`config.mk`:
```
export PLATFORM = sky130hd
export DESIGN_NAME = mem_bus_scheduler
export DESIGN_NICKNAME = d
export VERILOG_FILES = /design/src/rtl/mem_bus_scheduler.sv
export SDC_FILE = /design/constraint.sdc
export NUM_CORES = 1
export LEC_CHECK = 0
export ABC_AREA = 1
export CAP_MARGIN = 30
export CELL_PAD_IN_SITES_DETAIL_PLACEMENT = 0
export CELL_PAD_IN_SITES_GLOBAL_PLACEMENT = 1
export CORE_AREA = 4 4 183 185
export DETAILED_ROUTE_END_ITERATION = 8
export DIE_AREA = 0 0 187 189
export PLACE_DENSITY = 0.8
export SYNTH_ARGS = -nofsm -noshare
export SYNTH_HDL_FRONTEND = slang
export SYNTH_SLANG_ARGS = --single-unit
```
`constraint.sdc`:
```
create_clock -name clk -period 2 [get_ports clk]
set_input_delay 0.4 -clock clk [delete_from_list [all_inputs] [get_ports clk]]
set_output_delay 0.4 -clock clk [all_outputs]
set_load 0.02 [all_outputs]
```
`src/rtl/mem_bus_scheduler.sv`:
```
// mem_bus_scheduler: shares one split-transaction bus between fetch (i_) and data (d_) clients.
// Define SCHED_DATA_PRIO_EN for fixed data-over-fetch priority instead of round-robin.
module mem_bus_scheduler #(
    parameter int DATA_W = 64,
    parameter int TAG_W  = 13,
    parameter int BEATS  = 8
) (
    input  logic              clk,
    input  logic              reset,
    input  logic              i_reqcyc,
    input  logic [DATA_W-1:0] i_req,
    input  logic [TAG_W-1:0]  i_reqtag,
    output logic              i_reqack,
    output logic              i_respcyc,
    output logic [DATA_W-1:0] i_resp,
    output logic [TAG_W-1:0]  i_resptag,
    input  logic              i_respack,
    input  logic              d_reqcyc,
    input  logic [DATA_W-1:0] d_req,
    input  logic [TAG_W-1:0]  d_reqtag,
    output logic              d_reqack,
    output logic              d_respcyc,
    output logic [DATA_W-1:0] d_resp,
    output logic [TAG_W-1:0]  d_resptag,
    input  logic              d_respack,
    output logic              bus_reqcyc,
    output logic [DATA_W-1:0] bus_req,
    output logic [TAG_W-1:0]  bus_reqtag,
    input  logic              bus_reqack,
    input  logic              bus_respcyc,
    input  logic [DATA_W-1:0] bus_resp,
    input  logic [TAG_W-1:0]  bus_resptag,
    output logic              bus_respack,
    output logic [1:0]        owner,
    output logic              stray_err
);
    localparam int CW = (BEATS > 1) ? $clog2(BEATS) : 1;
    localparam logic [CW-1:0] LAST = CW'(BEATS - 1);
    localparam logic [1:0] IDLE  = 2'd0;
    localparam logic [1:0] ADDR  = 2'd1;
    localparam logic [1:0] WDATA = 2'd2;
    localparam logic [1:0] RESP  = 2'd3;
    localparam logic [1:0] OWN_NONE = 2'b00;
    localparam logic [1:0] OWN_I    = 2'b01;
    localparam logic [1:0] OWN_D    = 2'b10;

    logic [1:0]       state;
    logic [CW-1:0]    beat_cnt;
    logic             own_i, own_d, own_reqcyc, own_respack;
    logic [TAG_W-1:0] own_tag;
    logic             req_phase, in_resp, req_fire, resp_fire, stray, last_beat;
    logic             gnt_i, gnt_d;

    assign own_i       = owner == OWN_I;
    assign own_d       = owner == OWN_D;
    assign own_reqcyc  = own_i ? i_reqcyc : (own_d & d_reqcyc);
    assign own_respack = own_i ? i_respack : (own_d & d_respack);
    assign own_tag     = own_i ? i_reqtag : d_reqtag;
    assign last_beat   = beat_cnt == LAST;

    // Outputs are gated by reset so an abandoned transaction gets no further acks.
    assign req_phase  = ~reset & (state == ADDR | state == WDATA);
    assign in_resp    = ~reset & (state == RESP);
    assign bus_reqcyc = ~reset & (state == ADDR | (state == WDATA & own_reqcyc));
    assign bus_req    = req_phase ? (own_i ? i_req : d_req) : '0;
    assign bus_reqtag = req_phase ? own_tag : '0;
    assign req_fire   = bus_reqcyc & bus_reqack;
    assign i_reqack   = own_i & req_fire;
    assign d_reqack   = own_d & req_fire;

    assign i_respcyc = in_resp & own_i & bus_respcyc;
    assign i_resp    = (in_resp & own_i) ? bus_resp : '0;
    assign i_resptag = (in_resp & own_i) ? bus_resptag : '0;
    assign d_respcyc = in_resp & own_d & bus_respcyc;
    assign d_resp    = (in_resp & own_d) ? bus_resp : '0;
    assign d_resptag = (in_resp & own_d) ? bus_resptag : '0;

    // A beat with no read outstanding is swallowed so the bus cannot stall on it.
    assign stray       = ~reset & bus_respcyc & (state != RESP);
    assign resp_fire   = in_resp & bus_respcyc & own_respack;
    assign bus_respack = stray | (in_resp & own_respack);

`ifdef SCHED_DATA_PRIO_EN
    assign gnt_d = d_reqcyc;
    assign gnt_i = i_reqcyc & ~d_reqcyc;
`else
    logic rr_last;
    assign gnt_i = i_reqcyc & (~d_reqcyc | rr_last);
    assign gnt_d = d_reqcyc & ~gnt_i;

    always_ff @(posedge clk) begin
        if (reset)
            rr_last <= 1'b1;
        else if (state == IDLE && (gnt_i || gnt_d))
            rr_last <= gnt_d;
    end
`endif

    always_ff @(posedge clk) begin
        if (reset) begin
            state     <= IDLE;
            owner     <= OWN_NONE;
            beat_cnt  <= '0;
            stray_err <= 1'b0;
        end else begin
            if (stray)
                stray_err <= 1'b1;
            case (state)
                IDLE: if (gnt_i || gnt_d) begin
                    state <= ADDR;
                    owner <= gnt_i ? OWN_I : OWN_D;
                end
                ADDR: if (req_fire) begin
                    state    <= own_tag[TAG_W-1] ? WDATA : RESP;
                    beat_cnt <= '0;
                end
                WDATA: if (req_fire) begin
                    if (last_beat) begin
                        state    <= IDLE;
                        owner    <= OWN_NONE;
                        beat_cnt <= '0;
                    end else
                        beat_cnt <= beat_cnt + 1'b1;
                end
                RESP: if (resp_fire) begin
                    if (last_beat) begin
                        state    <= IDLE;
                        owner    <= OWN_NONE;
                        beat_cnt <= '0;
                    end else
                        beat_cnt <= beat_cnt + 1'b1;
                end
            endcase
        end
    end
endmodule

```
# Word level (Yosys, flattened, before mapping)
# Index checks and enable logic that the tools add are counted.
# totals
regBits	9
elab_cells	80
output_inout_bits	240
# classes
reduce_logical	8
n_eq_ne	11
muxes	28
bitwise_logic	27
n_addsub	1
# op_table
cell	count
$mux W64	4
$mux W13	4
$and A1 B1 Y1	20
$mux W2	10
$mux W3	4
$reduce_and A4 Y1	3
$pmux W3 S3	1
$ne A2 B2 Y1 const B	4
$pmux W2 S4	1
$eq A2 B2 Y1 const B	3
$pmux W2 S3	1
$reduce_bool A3 Y1	2
$eq A2 B1 Y1 const B	2
$or A1 B1 Y1	4
$add A3 B1 Y3 const B	1
$eq A3 B3 Y1 const B	1
$mux W1	3
$not A1 Y1	3
$logic_not A2 Y1	1
$ne A2 B1 Y1 const B	1
$logic_and A1 B1 Y1	1
$logic_or A1 B1 Y1	1

# Longest topological paths before layout
# logic_depth
ltp_word	9
mapped_depth	11
ltp_nobuf	11

# Worst setup path after synthesis
# OpenSTA, ideal clock, no wires.
# synth_timing
path_kind	flip-flop to output port
from	register owner[1]
to	output bus_req[36]
setup_slack_ns	0.062
stages_incl_launch_ff	7
arrival_time_ns	1.538
path_buffers	2
path_cell_list	dfxtp_1 > inv_1 > nand2_2 > buf_2 > buf_2 > nand2_1 > a21oi_1
# synth_via
elab_chain_cells	3
# synth_rtl
item	line	rtl
from (decl)	34	output logic [1:0] owner,
from (signal assigned)	111	owner <= gnt_i ? OWN_I : OWN_D;
$eq A2 B1 Y1	54	assign own_i = owner == OWN_I;
$mux W64 (2 in a row)	65	assign bus_req = req_phase ? (own_i ? i_req : d_req) : '0;
to (decl)	27	output logic [DATA_W-1:0] bus_req,
# Every way passes these cells.

# Worst setup path in the final report
# layout_timing
from	register owner[1]
to	output d_resp[55]
# layout_via
elab_chain_cells	3
# layout_rtl
item	line	rtl
$eq A2 B2 Y1	55	assign own_d = owner == OWN_D;
$and A1 B1 Y1	75	assign d_resp = (in_resp & own_d) ? bus_resp : '0;
$mux W64	75	
to (decl)	23	output logic [DATA_W-1:0] d_resp,
# Every way passes these cells.

==> results by group <==
Setup path
  • Critical Path AT: 1.76 ns
  • Worst setup SP type: flop
  • Reg2reg path depth: 13
  • CP Class: flop to output port
  • Crit path capture type: output port
  • Critical path peak fanout: 8
  • Critical path required time: 1.60 ns

Power and ir drop
  • Power density over cell area: 821 nW/um2
  • LEAKAGE: 5.21 nW
  • VDD IR max: 0.432 mV

Global routing
  • Grt total ovfl: 0
  • Vias in the first global route: 6355
  • Largest net degree at the start of global routing: 34
  • Tot GR Track Use: 0.149
  • First-pass GRT wire length: 40400 um
  • Initial antenna violation count: 9

CTS
  • Clk_lat worst skew: 0.24 ns
  • Root Driver: clkbuf_16
  • Number of buffers created by CTS: 3
  • CTS tree: built
  • Clk sinks: 9
  • Clock Tree Buf Depth: 2
  • Reg clk slew, reported paths: 0.04 ns
  • Post-CTS Hold Buffers: 0
  • CTS H-tree depth: 1

Logic synthesis
  • #FFs+latches synth: 9
  • Top FF cell, synth: dfxtp_1
  • Synth warnings: 0
  • Area leader, netlist: nand2_1
  • Syn Area/Cell: 4.42 um2
  • Post-synth EDFFs: 0
  • Mapped Area: 2750 um2
  • Most common cell in the netlist: nand2_1
  • Synth area leaders: nand2_1, nor2_1, a21oi_1
  • Mapped Nets: 868
  • Asr flop ratio synth: 0
  • Share of the synthesized area in the top cell type: 0.243
  • Number of distinct library cells after synthesis: 20
  • Sequential fraction of the synthesis area: 0.0656
  • Gate Count Post-Synth: 622
  • Top cells by count, synth: nand2_1, nor2_1, inv_1, a21oi_1, clkbuf_1

Route
  • Routed WL per cell: 19.7 um
  • Drt drc: 0
  • Vias per inst: 3.91
  • Post-DRT Antenna Nets: 0
  • DR vias: 6303
  • TritonRoute pass-1 iters: 5
  • Initial DRC count: 152
  • Wirelength, routed: 31800 um

Flow run
  • Max Cap Violations: 0

Floorplanning
  • Starting Density: 0.0858
  • Die Y: 189 um
  • Row cnt: 66
  • Total die area: 35300 um2
  • Ports: 479
  • Core Region: 32000 um2
  • Die W: 187 um

Min path
  • Worst hold path type: flop to flop
  • Worst Hold Depth: 2

Placement
  • Dpl hpwl: 22900 um
  • Routability-driven placement congestion ratio: 0.836
  • Post-DP Area: 8530 um2
  • Port-buffer cells: 478

Layout
  • Ratio of cells with drive above 1 in the final layout: 0.525
  • Fin util: 0.361
  • Area growth from synthesis to layout: 321%
  • Final Instance Area: 11600 um2
  • Final net count: 1444

Timing
  • Count of pins over their slew limit: 0
  • Fin worst setup slack: -0.162 ns
  • Clock Skew: 0.00117 ns
  • Worst slew pin tran: 0.319 ns
  • Final setup fails: 161
  • Final hold viol count: 0
  • RSZ-0062 raised after global routing: yes
  • Max Freq: 463 MHz
  • Rel. slew slack: 0.784
  • Fin crit period: 2.16 ns
  • Final period util: 1.08

Status
  • Failing checks: negative setup slack
  • Status: complete, but fails checks
-- path summary, 6_finish.rpt --
path / start / end / slack (ns)
worst max-delay path: owner[1] / d_resp[55] / -0.16
worst min-delay path: stray_err / stray_err / 0.45
worst min register to register: stray_err / stray_err / 0.45
worst max register to register: state[0] / owner[0] / 0.18
-- sequential cells by signal, indices dropped and copies added, names as in the netlist --
| register | count |
|---|---|
| beat_cnt | 3 |
| owner | 2 |
| state | 2 |
| rr_last | 1 |
| stray_err | 1 |
-- cell families (layout without fill, tap and decap cells) --
group	after synthesis	count (layout)	share of synthesized area
flops	9	9	0.0656
buf+inv	142	717	0.210
other cells	0	7	0
compound gates	92	92	0.169
simple gates	372	372	0.523
fa+ha+maj	7	7	0.0319
-- critical path, stage by stage, from the launching register on --
cell and delay, ns:
dfxtp_2 0.32, inv_2 0.04, buf_6 0.11, nor2_4 0.10, inv_2 0.06, nor2_4 0.10
buf_12 0.12, buf_12 0.10, inv_12 0.04, buf_12 0.14, buf_8 0.13, nor2_4 0.10
buf_6 0.12
-- power by group --
group / switching, mW / internal [mW] / total (mW)
clock network: 0.101 / 0.268 / 0.369
logic: 4.49 / 4.28 / 8.78
registers: 0.0673 / 0.275 / 0.342
total: 4.66 / 4.82 / 9.49
-- what timing repair did --
action,CTS,global route
setup buffers,17,14
endpoints found under the setup margin,237,220
gates resized for setup,1240,547
cloned,12,15
pin swaps,9,34
-- cell type report --
| type | instances | area (um2) |
|---|---|---|
| clock buffer | 4 | 78.8 |
| inverter | 100 | 424 |
| antenna | 7 | 17.5 |
| timing repair buffer | 612 | 6690 |
| timing repair inverter | 1 | 20.0 |
| multi-input combinational | 471 | 3630 |
| tap | 408 | 510 |
| sequential | 9 | 190 |
| fill | 3206 | 20500 |
-- routing by layer --
layer  share of wire  GRT usage
met1            0.38      0.168
met2            0.49      0.250
met3           0.089     0.0612
met4           0.040     0.0594
met5         0.00066          0
-- through the flow --
step | TNS (ns) | worst slack (ns) | hold WS (ns) | power, mW | std cells
floorplan | 0 | 0.0622 | 0.458 | 2.85 | 622
global placement | -138.28 | -0.724 | 0.434 | 5.82 | 1545
detailed placement | -139.69 | -0.745 | 0.442 | 5.83 | 1545
CTS | -1.66 | -0.194 | 0.449 | 7.15 | 1577
global route | -17.31 | -0.215 | 0.470 | 10.0 | 1608
finish | -6.00 | -0.162 | 0.451 | 9.49 | 1612
-- cells in the final DEF (no fill, tap or decap), types with 6 or more instances in the layout --
master,count
a21oi_4,46
nor2_4,101
diode_2,7
nor2_1,61
nor2_2,15
clkdlybuf4s50_1,237
nand2_1,140
buf_12,25
buf_2,30
a21oi_1,8
inv_2,6
nand2_4,13
buf_4,94
buf_16,10
buf_8,16
clkbuf_16,17
nand2_2,25
buf_6,182
a21oi_2,31
nand3_1,11
inv_1,90
Power figures use the tool's default switching activity.
